**config.mk**
```make
export PLATFORM = sky130hd
export DESIGN_NAME = soc_bus_fabric
export DESIGN_NICKNAME = d
export VERILOG_FILES = /design/src/rtl/soc_bus_fabric.sv
export SDC_FILE = /design/constraint.sdc
export NUM_CORES = 1
export LEC_CHECK = 0
export BUFFER_PORTS_ARGS = -buffer_cell sky130_fd_sc_hd__buf_2
export CELL_PAD_IN_SITES_DETAIL_PLACEMENT = 0
export CELL_PAD_IN_SITES_GLOBAL_PLACEMENT = 2
export CORE_ASPECT_RATIO = 0.9
export CORE_MARGIN = 2
export CORE_UTILIZATION = 25
export DETAILED_ROUTE_END_ITERATION = 12
export PLACE_DENSITY_LB_ADDON = 0.1
export REMOVE_ABC_BUFFERS = 1
export SLEW_MARGIN = 30
export SYNTH_ARGS = -nofsm -noshare
export SYNTH_HDL_FRONTEND = slang
export SYNTH_SLANG_ARGS = --single-unit
```
**constraint.sdc**
```tcl
create_clock -name clk -period 4.9 [get_ports clk]
set_input_delay 0.245 -clock clk [delete_from_list [all_inputs] [get_ports clk]]
set_output_delay 0.245 -clock clk [all_outputs]
set_load 0.005 [all_outputs]
```
**src/rtl/soc_bus_fabric.sv**
```systemverilog
// Address-decode and response fabric between the picorv32 native memory bus and NUM_SLAVES peripherals.
// Registered decode, per-access timeout watchdog, and bus-error response with IRQ pulse and capture.
module soc_bus_fabric #(
    parameter int                        NUM_SLAVES     = 4,
    parameter logic [32*NUM_SLAVES-1:0]  SLAVE_BASE     = {32'h0400_0000, 32'h0200_0008,
                                                           32'h0200_0004, 32'h0000_0000},
    parameter logic [32*NUM_SLAVES-1:0]  SLAVE_MASK     = {32'hFF00_0000, 32'hFFFF_FFFF,
                                                           32'hFFFF_FFFF, 32'hFFFF_FC00},
    parameter int                        TIMEOUT_CYCLES = 255,
    parameter logic [31:0]               ERR_RDATA      = 32'hDEAD_BEEF
) (
    input  logic                      clk,
    input  logic                      resetn,
    input  logic                      m_valid,
    input  logic [31:0]               m_addr,
    input  logic [3:0]                m_wstrb,
    output logic                      m_ready,
    output logic [31:0]               m_rdata,
    output logic [NUM_SLAVES-1:0]     s_valid,
    input  logic [NUM_SLAVES-1:0]     s_ready,
    input  logic [32*NUM_SLAVES-1:0]  s_rdata,
    output logic                      err_irq,
    output logic [31:0]               err_addr,
    output logic                      err_write,
    output logic [7:0]                err_count
);

    localparam int SEL_W = (NUM_SLAVES > 1) ? $clog2(NUM_SLAVES) : 1;
    localparam int CNT_W = (TIMEOUT_CYCLES > 0) ? $clog2(TIMEOUT_CYCLES + 1) : 1;
    localparam logic [CNT_W-1:0] CNT_MAX  = CNT_W'(TIMEOUT_CYCLES);
    localparam logic [CNT_W-1:0] CNT_LAST = CNT_W'(TIMEOUT_CYCLES - 1);

    typedef enum logic [2:0] {
        ST_IDLE,
        ST_DECODE,
        ST_ACTIVE,
        ST_ERROR,
        ST_DONE
    } state_t;

    state_t                  state_q;
    state_t                  state_d;
    logic [SEL_W-1:0]        sel_p1;
    logic [CNT_W-1:0]        wait_cnt;

    logic                    hit;
    logic [SEL_W-1:0]        hit_sel;
    logic                    sel_ready;
    logic [31:0]             sel_rdata;
    logic [NUM_SLAVES-1:0]   sel_onehot;
    logic                    timeout_hit;

    // Decode stage: all windows compared in parallel, descending scan so the lowest index wins
    always_comb begin
        hit     = 1'b0;
        hit_sel = '0;
        for (int i = NUM_SLAVES - 1; i >= 0; i--) begin
            if ((m_addr & SLAVE_MASK[32*i +: 32]) == SLAVE_BASE[32*i +: 32]) begin
                hit     = 1'b1;
                hit_sel = SEL_W'(i);
            end
        end
    end

    // Active stage: only the latched slave's ready/rdata are visible to the master
    always_comb begin
        sel_ready  = 1'b0;
        sel_rdata  = '0;
        sel_onehot = '0;
        for (int i = 0; i < NUM_SLAVES; i++) begin
            if (sel_p1 == SEL_W'(i)) begin
                sel_ready     = s_ready[i];
                sel_rdata     = s_rdata[32*i +: 32];
                sel_onehot[i] = 1'b1;
            end
        end
    end

    assign timeout_hit = (TIMEOUT_CYCLES != 0) && (wait_cnt == CNT_LAST);

    // err_irq is high exactly during the ERROR cycle, so it doubles as the registered error response
    always_comb begin
        state_d = state_q;
        s_valid = '0;
        m_ready = err_irq;
        m_rdata = err_irq ? ERR_RDATA : 32'h0;
        case (state_q)
            ST_IDLE: begin
                if (m_valid) state_d = ST_DECODE;
            end
            ST_DECODE: begin
                state_d = hit ? ST_ACTIVE : ST_ERROR;
            end
            ST_ACTIVE: begin
                if (!m_valid) begin
                    state_d = ST_IDLE;
                end else if (sel_ready) begin
                    s_valid = sel_onehot;
                    m_ready = 1'b1;
                    m_rdata = sel_rdata;
                    state_d = ST_DONE;
                end else if (timeout_hit) begin
                    s_valid = sel_onehot;
                    state_d = ST_ERROR;
                end else begin
                    s_valid = sel_onehot;
                end
            end
            ST_ERROR: begin
                state_d = ST_DONE;
            end
            ST_DONE: begin
                state_d = ST_IDLE;
            end
            default: begin
                state_d = ST_IDLE;
            end
        endcase
    end

    always_ff @(posedge clk or negedge resetn) begin
        if (!resetn) begin
            state_q   <= ST_IDLE;
            sel_p1    <= '0;
            wait_cnt  <= '0;
            err_irq   <= 1'b0;
            err_addr  <= 32'h0;
            err_write <= 1'b0;
            err_count <= 8'h00;
        end else begin
            state_q <= state_d;
            err_irq <= (state_d == ST_ERROR);
            if (state_q == ST_DECODE) begin
                sel_p1   <= hit_sel;
                wait_cnt <= '0;
            end else if ((state_q == ST_ACTIVE) && (wait_cnt != CNT_MAX)) begin
                wait_cnt <= wait_cnt + 1'b1;
            end
            if (state_d == ST_ERROR) begin
                err_addr  <= m_addr;
                err_write <= |m_wstrb;
                if (err_count != 8'hFF) err_count <= err_count + 8'd1;
            end
        end
    end

endmodule

```
==> out/results.md, run 1 <==
## Outcome
- complete, no violations — outcome

## Route
- 0 — DRC violation count after routing
- 12740 um — final routed wirelength across all metal layers
- 4.680 — vias per std cell
- 3318 — total via count in the routed design
- 113 — drt initial violations
- 17.97 um — average detailed-routed wire length per instance
- 4 — count of TritonRoute iterations in the first routing pass
- 0 — Final ANT Viol Nets

## Yosys
- 100.0% — async set-reset flop share out of synthesis
- 55 — Synth Register Bits
- dfrtp_1, mux4_2, mux2_1, inv_1, o21ai_0 — top cells by count, synth
- 0 — Warnings, synthesis
- 39.43% — top cell type's share of synthesized area
- dfrtp_1, mux4_2, mux2_1 — top cells by area in the synthesized netlist
- dfrtp_1 — most used flip-flop cell after synthesis
- 37 — distinct cell type count after synthesis
- 0 — EDFF count, synth
- 11.75 um^2 — per-instance average area after synthesis
- dfrtp_1 — most frequent cell after synthesis
- 39.43% — share of the yosys chip area belonging to registers
- 0.003491 mm^2 — netlist area before placement
- 297 — cell count after synthesis
- dfrtp_1 — post-synth top area cell

## Floorplanning
- 250 — number of ports placed on the die boundary
- 116.1 um — Chip Height
- 25.83% — effective utilization at floorplan
- 0.01351 mm^2 — core region area
- 128.6 um — width of the chip
- 40 — std cell rows
- 0.01493 mm^2 — DIE AREA

## Setup path
- 4660 ps — critical path data required time
- flip-flop — CP startpoint kind
- 26 — Max FO, Critical Path
- nand2_1 — cell type of the slowest stage on the worst timing path
- output port — Critical Path End Type
- flip-flop to output port — Setup CP Type
- nand2b_1 > nor2_1 > nand2_1 > buf_4 > nand2_1 > o21ai_0 > buf_2 — CP cell instances
- 520 ps — peak per-stage delay on the critical path
- nand2_1 — critical path's most frequent cell
- 2770 ps — Arrival @ worst endpoint

## Finish
- 45.45% — area growth from synthesis to final layout
- 713 — final layout net count
- 56.67% — proportion of layout cells with a drive suffix above 1

## CTS
- done — CTS tree
- 0 — Post-CTS Resized
- 5 — Inserted Clock Buffers
- 2 — level count of the clock H-tree
- 55 — Clock Sink Count
- 0 — postcts setup bufs
- 290 ps — worst-skew pair later-pin latency
- 2 — maximum clock insertion buffer count
- 0 — Post-CTS Hold Fix Bufs
- clkbuf_16 — library cell used as clock root buffer
- 80 ps — CTS clk-pin slew, worst paths

## Timing
- 0 ps — setup total negative slack
- 52.57% — relative slew slack
- 0 — max-slew violations
- no — setup repair after global routing missed its margin
- 61.50% — final clock period utilization by the worst path
- 57.88 ps — smallest hold slack
- 331.8 MHz — max frequency
- 711.4 ps — measured slew at the worst slew-check pin
- 3013 ps — minimum clock period after layout
- 0 — number of failing setup endpoints in the final timing report
- 0 — count of endpoints failing hold in the final timing report
- 10.74 ps — Fin Clk Skew

## Power and ir drop
- 403.8 mW/mm^2 — power per unit of standard cell area
- 194.0 uV — maximum vdd drop
- 0.002553 uW — leak pwr

## Global route
- 2 — number of antenna violations at the first check in global routing
- 0 — total global routing overflow
- 18480 um — global-route wire length before repair
- 3371 — vias in the first global route
- 15.83% — global-route usage over all layers
- 56 — pin count of the biggest net entering global routing

## Placed design
- 10300 um — detailed placement HPWL
- 0.7603 — GPL Wtd Cong
- 249 — Port Buffer Count

## Job
- 0 — max capacitance violation total

## Worst hold path
- primary input to asynchronous set/reset pin — Min-Delay Path Class

-- layer usage --
metal | GRT usage, % | part of all wire [%] | vias up
met5 | 0 | 0.063 | -
met4 | 2.174 | 0.28 | 2
met3 | 3.665 | 7.9 | 6
met2 | 28.76 | 51 | 140
met1 | 19.82 | 41 | 1582
li1 | - | - | 1588
-- logic make-up after synthesis --
group | after synthesis | share of synthesized area (%)
compound gates | 40 | 7.097
xor+xnor | 12 | 3.011
simple gates | 72 | 11.22
buf+inv | 47 | 5.591
fa+ha+maj | 3 | 1.075
mux | 68 | 32.58
flops | 55 | 39.43
-- worst paths after layout --
kind | endpoint | startpoint | cells past startpoint | slack [ps]
worst max-delay path | m_rdata[23] | state_q[2] | 7 | 1890
worst min-delay path | err_addr[17] | resetn | 2 | 60
worst max register to register | err_count[4] | sel_p1[0] | 7 | 2090
worst min register to register | err_addr[25] | err_addr[25] | 1 | 480
max in group asynchronous | sel_p1[1] | resetn | 2 | 4320
min in group clk | err_addr[7] | m_addr[7] | 2 | 180
-- registers in the layout (all words and copies together) (netlist names) --
name	cells
sel_p1	2
state_q	3
wait_cnt	8
err_count	8
err_irq	1
err_write	1
err_addr	32
-- cells in the final DEF, fill, tap and decap left out, types with 4 or more instances in the layout --
cell and count:
buf_4 5, mux2_1 32, nand2_1 12, inv_1 28, a41oi_1 4, nand2b_1 4
xor2_1 6, mux4_2 33, nand4_1 7, dfrtp_1 53, nor2_1 15, buf_2 249
clkbuf_16 5, nor4_1 5, o21ai_0 25, and3_1 11, xnor2_1 6
-- per-stage QoR --
step           util, %  std cells  setup WS, ps  total power [uW]  instance area [um^2]
2_1_floorplan        -        278         275.9              1191                  3401
3_3_place_gp     36.30        700          2173              1688                  4905
3_5_place_dp     36.33        700          2104              1697                  4910
4_1_cts          37.51        708          1873              2091                  5069
5_1_grt          37.56        708          1606              2223                  5075
6_report         37.57        709          1887              2050                  5077
-- critical path: cells and delay by family, from the launching register on --
kind | cells | cell delay [ps]
AND/OR/NAND/NOR | 4 | 1350
flip-flops | 1 | 410
buffers and inverters | 2 | 420
AO/OA/AOI/OAI | 1 | 280
-- area by class of cell --
| class | count | area (um^2) |
|---|---|---|
| multi-input cells | 195 | 1938 |
| fillers | 1395 | 8436 |
| clock buffers | 6 | 138.9 |
| diodes | 1 | 2.502 |
| repair buffers | 254 | 1284 |
| well taps | 168 | 210.2 |
| inverters | 28 | 105.1 |
| flip-flops and latches | 55 | 1379 |
| clock inverters | 2 | 20.02 |
-- power by group --
group	switching, uW	internal (uW)
logic	451	470
clock network	171	208
registers	111	640
Power figures use the tool's default switching activity.
==> run 2, diff against run 1 <==
CORE_UTILIZATION = 23   (was 25)
clock period = 3 ns   (was 4.9 ns; I/O delays follow)
==> run 2 against run 1 <==
Net effect: total power grew 64%; sequential power rose by 64%; clock power rose by 59%; worst hold slack gained 19 ps; critical path type is now flip-flop to flip-flop; highest routed layer unchanged; flip-flop and latch count is the same; count of clock-buffer cells in the layout up 1; non-clock buffer count grew 3; combinational power is 65% higher; worst setup slack lost 1400 ps; global-route usage decreased by 1.1 points; final cell count up 4.5%; critical path depth is the same.
==> out/results.md, run 2 (synthesis results as in run 1) <==
## Timing
- no — setup repair after global routing missed its margin
- 0 — number of failing setup endpoints in the final timing report, unchanged
- 47.57% — relative slew slack, -5.0 points
- 2515 ps — minimum clock period after layout
- 83.84% — final clock period utilization by the worst path
- 77.19 ps — smallest hold slack, +19.31 ps
- 786.5 ps — measured slew at the worst slew-check pin, +75.02 ps
- 0 — max-slew violations, unchanged
- 397.6 MHz — max frequency
- 9.465 ps — Fin Clk Skew, -1.270 ps
- 0 — count of endpoints failing hold in the final timing report, unchanged

## Global route
- 3392 — vias in the first global route, +0.62%
- 18760 um — global-route wire length before repair, +1.5%
- 0 — total global routing overflow, unchanged
- 14.74% — global-route usage over all layers, -1.1 points
- 44 — pin count of the biggest net entering global routing, -21%
- 2 — number of antenna violations at the first check in global routing, unchanged

## Floorplanning
- 133.9 um — width of the chip, +4.1%
- 0.01618 mm^2 — DIE AREA, +8.4%
- 0.01477 mm^2 — core region area, +9.3%
- 250 — number of ports placed on the die boundary, unchanged
- 23.64% — effective utilization at floorplan, -2.2 points
- 42 — std cell rows, +5.0%
- 120.9 um — Chip Height, +4.1%

## Route
- 4844 um — Post-Route M1 WL, -7.4%
- 4.587 — vias per std cell, -2.0%
- 0 — Final ANT Viol Nets, unchanged
- 16.68 um — average detailed-routed wire length per instance, -7.2%
- 6140 um — Met2 Routed Length, -5.0%
- 0 — DRC violation count after routing, unchanged
- 1175 um — Detail Route met3 WL, +18%
- 12360 um — final routed wirelength across all metal layers, -3.0%
- 4 — count of TritonRoute iterations in the first routing pass, unchanged
- met5 — highest routed layer
- 85 — drt initial violations, -25%
- 3399 — total via count in the routed design, +2.4%

## CTS
- 2 — level count of the clock H-tree, unchanged
- 5 — Inserted Clock Buffers, unchanged
- 300 ps — worst-skew pair later-pin latency, about the same
- done — CTS tree
- 0 — Post-CTS Resized, unchanged
- 70 ps — CTS clk-pin slew, worst paths, about the same
- clkbuf_16 — library cell used as clock root buffer
- 55 — Clock Sink Count, unchanged
- 2 — maximum clock insertion buffer count, unchanged

## Setup path
- 7 — number of cell instances on the worst register-to-register path, unchanged
- sel_p1[0] — r2r startpoint
- flip-flop — CP startpoint kind
- err_count[4] — capture point of the worst reg-to-reg path
- 3180 ps — critical path data required time, -1480 ps
- err_count[4] — Worst setup endpoint
- flip-flop — Critical Path End Type
- 43 — Max FO, Critical Path, +65%
- sel_p1[0] — beginning of the critical path
- 2690 ps — Arrival @ worst endpoint, -80 ps
- flip-flop to flip-flop — Setup CP Type
- 480 ps — register-to-register setup slack, -1610 ps

## Worst hold path
- primary input to flip-flop — Min-Delay Path Class

## Finish
- 32 — number of flip-flops in the largest register, unchanged
- 56.35% — proportion of layout cells with a drive suffix above 1, -0.31 points
- err_addr: 32 flops, err_count: 8 flops, wait_cnt: 8 flops — registers with the most flip-flops
- 1553 — Fill cells, +11%
- 0 — number of antenna cells inserted, -1
- 0.005136 mm^2 — final non-filler cell area, +1.2%
- buf_2 — commonest non-fill, non-tap cell in the layout
- 47.13% — area growth from synthesis to final layout
- 716 — final layout net count, +0.42%
- err_addr — Reg with most FFs
- 0.001379 mm^2 — FF+latch area, unchanged
- 0.001932 mm^2 — area occupied by multi-input gates, -0.32%
- buf_2, dfrtp_1, mux4_2 — most frequent cells in the layout

## Placed design
- 249 — Port Buffer Count, unchanged
- 9993 um — detailed placement HPWL, -3.0%
- 0.004975 mm^2 — placed cell area, +1.3%
- 0.7518 — GPL Wtd Cong, -1.1%

## Job
- 0 — max capacitance violation total, unchanged

## Outcome
- complete, no violations — outcome

## Power and ir drop
- 0.002565 uW — leak pwr, +0.47%
- 652.8 mW/mm^2 — power per unit of standard cell area, +62%
- 433.1 uV — maximum vdd drop, +120%

[run 2: cell types whose count changed in the layout (fill, tap and decap cells not counted), sizes merged]
cell / change
buf: +2
clkbuf: +1
diode: -1
dlygate4sd3: +1
inv: -1
[run 2: critical path: stages, from the launching register on]
cell and delay, ps:
dfrtp_2 370, mux4_2 620, nand4b_1 220, a211o_1 350, a21boi_4 160, buf_12 250
nand4_1 130, mux2_2 280
[run 2: worst min-delay path by stage]
stage	from	endpoint	slack, ps	cells after the start
floorplan	resetn	err_addr[0]	-150	0
global placement	resetn	err_addr[17]	290	1
detailed placement	resetn	err_addr[17]	290	1
CTS	m_addr[7]	err_addr[7]	70	2
global route	m_addr[30]	err_addr[30]	80	2
finish	m_addr[7]	err_addr[7]	80	2
[run 2: final cells by class]
type                            instances  share of cell area, %
Multi-Input combinational cell        195                  37.61
Sequential cell                        55                  26.85
Timing Repair Buffer                  257                  25.72
Tap cell                              198                  4.823
Clock buffer                            7                  2.777
Inverter                               28                  2.046
Clock inverter                          1                 0.1705
[run 2: report_power, final]
part / total [uW] / switching, uW / internal [uW]
Combinational: 1520 / 731 / 793
Sequential: 1230 / 180 / 1050
Clock: 604 / 269 / 335
Total: 3350 / 1180 / 2170
[run 2: what timing repair did]
item	4_1_cts	5_1_grt
hold endpoints to repair	34	0
hold buffers	1	0
setup buffers	0	0
[run 2: metal layers]
layer	vias up	global-route usage, %
li1	1598	-
met1	1629	17.37
met2	156	26.12
met3	14	4.637
met4	2	3.590
met5	-	0
[run 2: per-stage QoR]
stage                     cells  worst slack, ps  power, uW  TNS, ps  util (%)
final                       741            484.8       3353        0     34.78
after global routing        741            330.0       3631        0     34.78
after CTS                   741            459.3       3426        0     34.78
after floorplan             278            -1624       1946   -67220         -
after detailed placement    732            470.9       2803        0     33.69
after global placement      732            495.1       2792        0     33.66
==> run 3, diff against run 2 <==
ABC_AREA = 1   (was unset)
CORE_UTILIZATION = 20   (was 23)
clock period = 2.5 ns   (was 3 ns; I/O delays follow)
==> run 3 against run 2 <==
Net effect: sequential power up 15%; sequential share of layout area is 1.4 points lower; wire length up 30%; register-to-register slack worse by 210 ps; synthesized cell count is 87% higher; worst hold slack worse by 43 ps.
==> out/results.md, run 3 <==
## CTS
- 55 — Clock Sink Count, unchanged
- 290 ps — worst-skew pair later-pin latency, about the same
- done — CTS tree
- 2 — level count of the clock H-tree, unchanged
- 2 — maximum clock insertion buffer count, unchanged
- 5 — Inserted Clock Buffers, unchanged
- 70 ps — CTS clk-pin slew, worst paths, about the same
- 0 — postcts setup bufs, unchanged
- clkbuf_16 — library cell used as clock root buffer

## Setup path
- 13 — number of cell instances on the worst register-to-register path, +6
- 2380 ps — critical path data required time, -800 ps
- flip-flop to output port — Setup CP Type
- 270 ps — register-to-register setup slack, -210 ps
- sel_p1[1] — r2r startpoint
- flip-flop — CP startpoint kind
- 2140 ps — Arrival @ worst endpoint, -550 ps
- err_addr[31] — capture point of the worst reg-to-reg path
- 21 — Max FO, Critical Path, -51%
- output port — Critical Path End Type

## Worst hold path
- err_addr[5] — Hold Path Sink
- m_addr[5] — start point of the worst hold path
- primary input to flip-flop — Min-Delay Path Class
- 3 — instance count along the most critical hold path, +1

## Yosys
- 0 — Warnings, synthesis, unchanged
- dfrtp_1 — most used flip-flop cell after synthesis
- nand2_1 — most frequent cell after synthesis
- 6.610 um^2 — per-instance average area after synthesis, -44%
- nand2_1, nor2_1, dfrtp_1, inv_1, o21ai_0 — top cells by count, synth
- 555 — cell count after synthesis, +87%
- dfrtp_1 — post-synth top area cell
- 34 — distinct cell type count after synthesis, -8.1%
- 0.003669 mm^2 — netlist area before placement, +5.1%
- 37.52% — share of the yosys chip area belonging to registers, -1.9 points
- 55 — Synth Register Bits, unchanged
- 0 — EDFF count, synth, unchanged
- 37.52% — top cell type's share of synthesized area, -1.9 points
- dfrtp_1, nand2_1, o21ai_0 — top cells by area in the synthesized netlist
- 100.0% — async set-reset flop share out of synthesis, unchanged

## Placed design
- 0.8835 — GPL Wtd Cong, +18%
- 249 — Port Buffer Count, unchanged
- 12130 um — detailed placement HPWL, +21%

## Job
- 0 — max capacitance violation total, unchanged

## Global route
- 24780 um — global-route wire length before repair, +32%
- 15.85% — global-route usage over all layers, +1.1 points
- 4605 — vias in the first global route, +36%
- 0 — total global routing overflow, unchanged
- 56 — pin count of the biggest net entering global routing, +27%
- 2 — number of antenna violations at the first check in global routing, unchanged

## Route
- 4 — count of TritonRoute iterations in the first routing pass, unchanged
- 4.417 — vias per std cell, -3.7%
- 153 — drt initial violations, +80%
- 0 — DRC violation count after routing, unchanged
- 4603 — total via count in the routed design, +35%
- 15.38 um — average detailed-routed wire length per instance, -7.7%
- 16030 um — final routed wirelength across all metal layers, +30%
- 0 — Final ANT Viol Nets, unchanged

## Finish
- buf_2, nand2_1, nor2_1, dfrtp_1, inv_1 — most frequent cells in the layout
- 35.46% — proportion of layout cells with a drive suffix above 1, -21 points
- 0.001376 mm^2 — FF+latch area, -0.18%
- err_addr — Reg with most FFs
- buf_2 — commonest non-fill, non-tap cell in the layout
- 974 — final layout net count, +36%
- 2066 — Fill cells, +33%
- err_addr: 32 flops, err_count: 8 flops, wait_cnt: 8 flops — registers with the most flip-flops
- 0.001967 mm^2 — area occupied by multi-input gates, +1.8%
- 47.48% — area growth from synthesis to final layout
- 30.42% — Final Core Density, -4.4 points
- 32 — number of flip-flops in the largest register, unchanged

## Timing
- 2267 ps — minimum clock period after layout
- no — setup repair after global routing missed its margin
- 598.5 ps — measured slew at the worst slew-check pin, -188.0 ps
- 0 — number of failing setup endpoints in the final timing report, unchanged
- 0 — max-slew violations, unchanged
- 90.67% — final clock period utilization by the worst path
- 4.163 ps — Fin Clk Skew, -5.302 ps
- 441.2 MHz — max frequency
- 60.06% — relative slew slack, +12 points
- 0 — count of endpoints failing hold in the final timing report, unchanged
- 34.21 ps — smallest hold slack, -42.97 ps

## Floorplanning
- 0.01778 mm^2 — core region area, +20%
- 250 — number of ports placed on the die boundary, unchanged
- 20.63% — effective utilization at floorplan, -3.0 points
- 146.8 um — width of the chip, +9.6%
- 0.01944 mm^2 — DIE AREA, +20%
- 46 — std cell rows, +9.5%
- 132.5 um — Chip Height, +9.6%

## Power and ir drop
- 4282 uW — power after layout, +28%
- 366.5 uV — maximum vdd drop, -15%
- 0.003077 uW — leak pwr, +20%
- 791.4 mW/mm^2 — power per unit of standard cell area, +21%

## Outcome
- complete, no violations — outcome

-- run 3: repair_timing --
item                                    4_1_cts  5_1_grt
resized for setup                             0        6
endpoints found under the setup margin        0       31
endpoints found under the hold margin        55        0
hold buffers                                  1        0
-- run 3: area by class of cell --
cell class	count	area share (%)
sequential	55	25.44
multi-input combinational	417	36.36
antenna	1	0.04625
inverter	58	4.255
tap	240	5.550
timing repair buffer	263	25.46
clock buffer	8	2.891
-- run 3: kinds of logic after synthesis --
logic type / synth area share, %
adders and majority gates: 1.023
xor gates and xnor gates: 1.432
buffers and inverters: 9.447
DFF: 37.52
AOI/OAI and AO/OA: 13.68
and+or+nand+nor: 36.90
-- run 3: worst max path at each step --
stage                               to      start
after global routing       m_rdata[19]  sel_p1[1]
final                      m_rdata[27]  sel_p1[1]
after global placement     m_rdata[17]  sel_p1[1]
after CTS                  m_rdata[22]  sel_p1[1]
after detailed placement  err_addr[21]  sel_p1[1]
after floorplan            err_addr[0]  sel_p1[0]
-- run 3: per-layer routing --
metal	wire length (um)	GRT usage [%]	up-vias
li1	-	-	2304
met1	6656	18.97	2104
met2	8004	29.00	179
met3	1148	3.345	14
met4	207	3.722	2
met5	13	0	-
-- run 3: stage by stage --
stage | setup TNS (ps) | setup WS [ps] | std cells | area [um^2]
4_1_cts | 0 | 57.09 | 1040 | 5375
5_1_grt | 0 | 22.25 | 1042 | 5410
6_report | 0 | 233.3 | 1042 | 5410
2_1_floorplan | -20680 | -480.8 | 529 | 3545
3_3_place_gp | 0 | 53.15 | 1031 | 5204
3_5_place_dp | 0 | 202.3 | 1031 | 5209
-- run 3: power by group --
part           internal, uW  leakage (uW)  switching (uW)
clock network           428     0.0000772             325
registers              1220      0.000709             190
logic                   881       0.00229            1240
total                  2530       0.00308            1750
-- run 3: worst max-delay path, stage by stage (launching register included) --
cell	delay, ps
dfrtp_1	480
inv_2	230
nand2_1	90
nand2_1	60
nand3_1	90
nand2_2	110
nand3_4	150
buf_4	250
o21ai_0	190
inv_1	60
buf_2	130
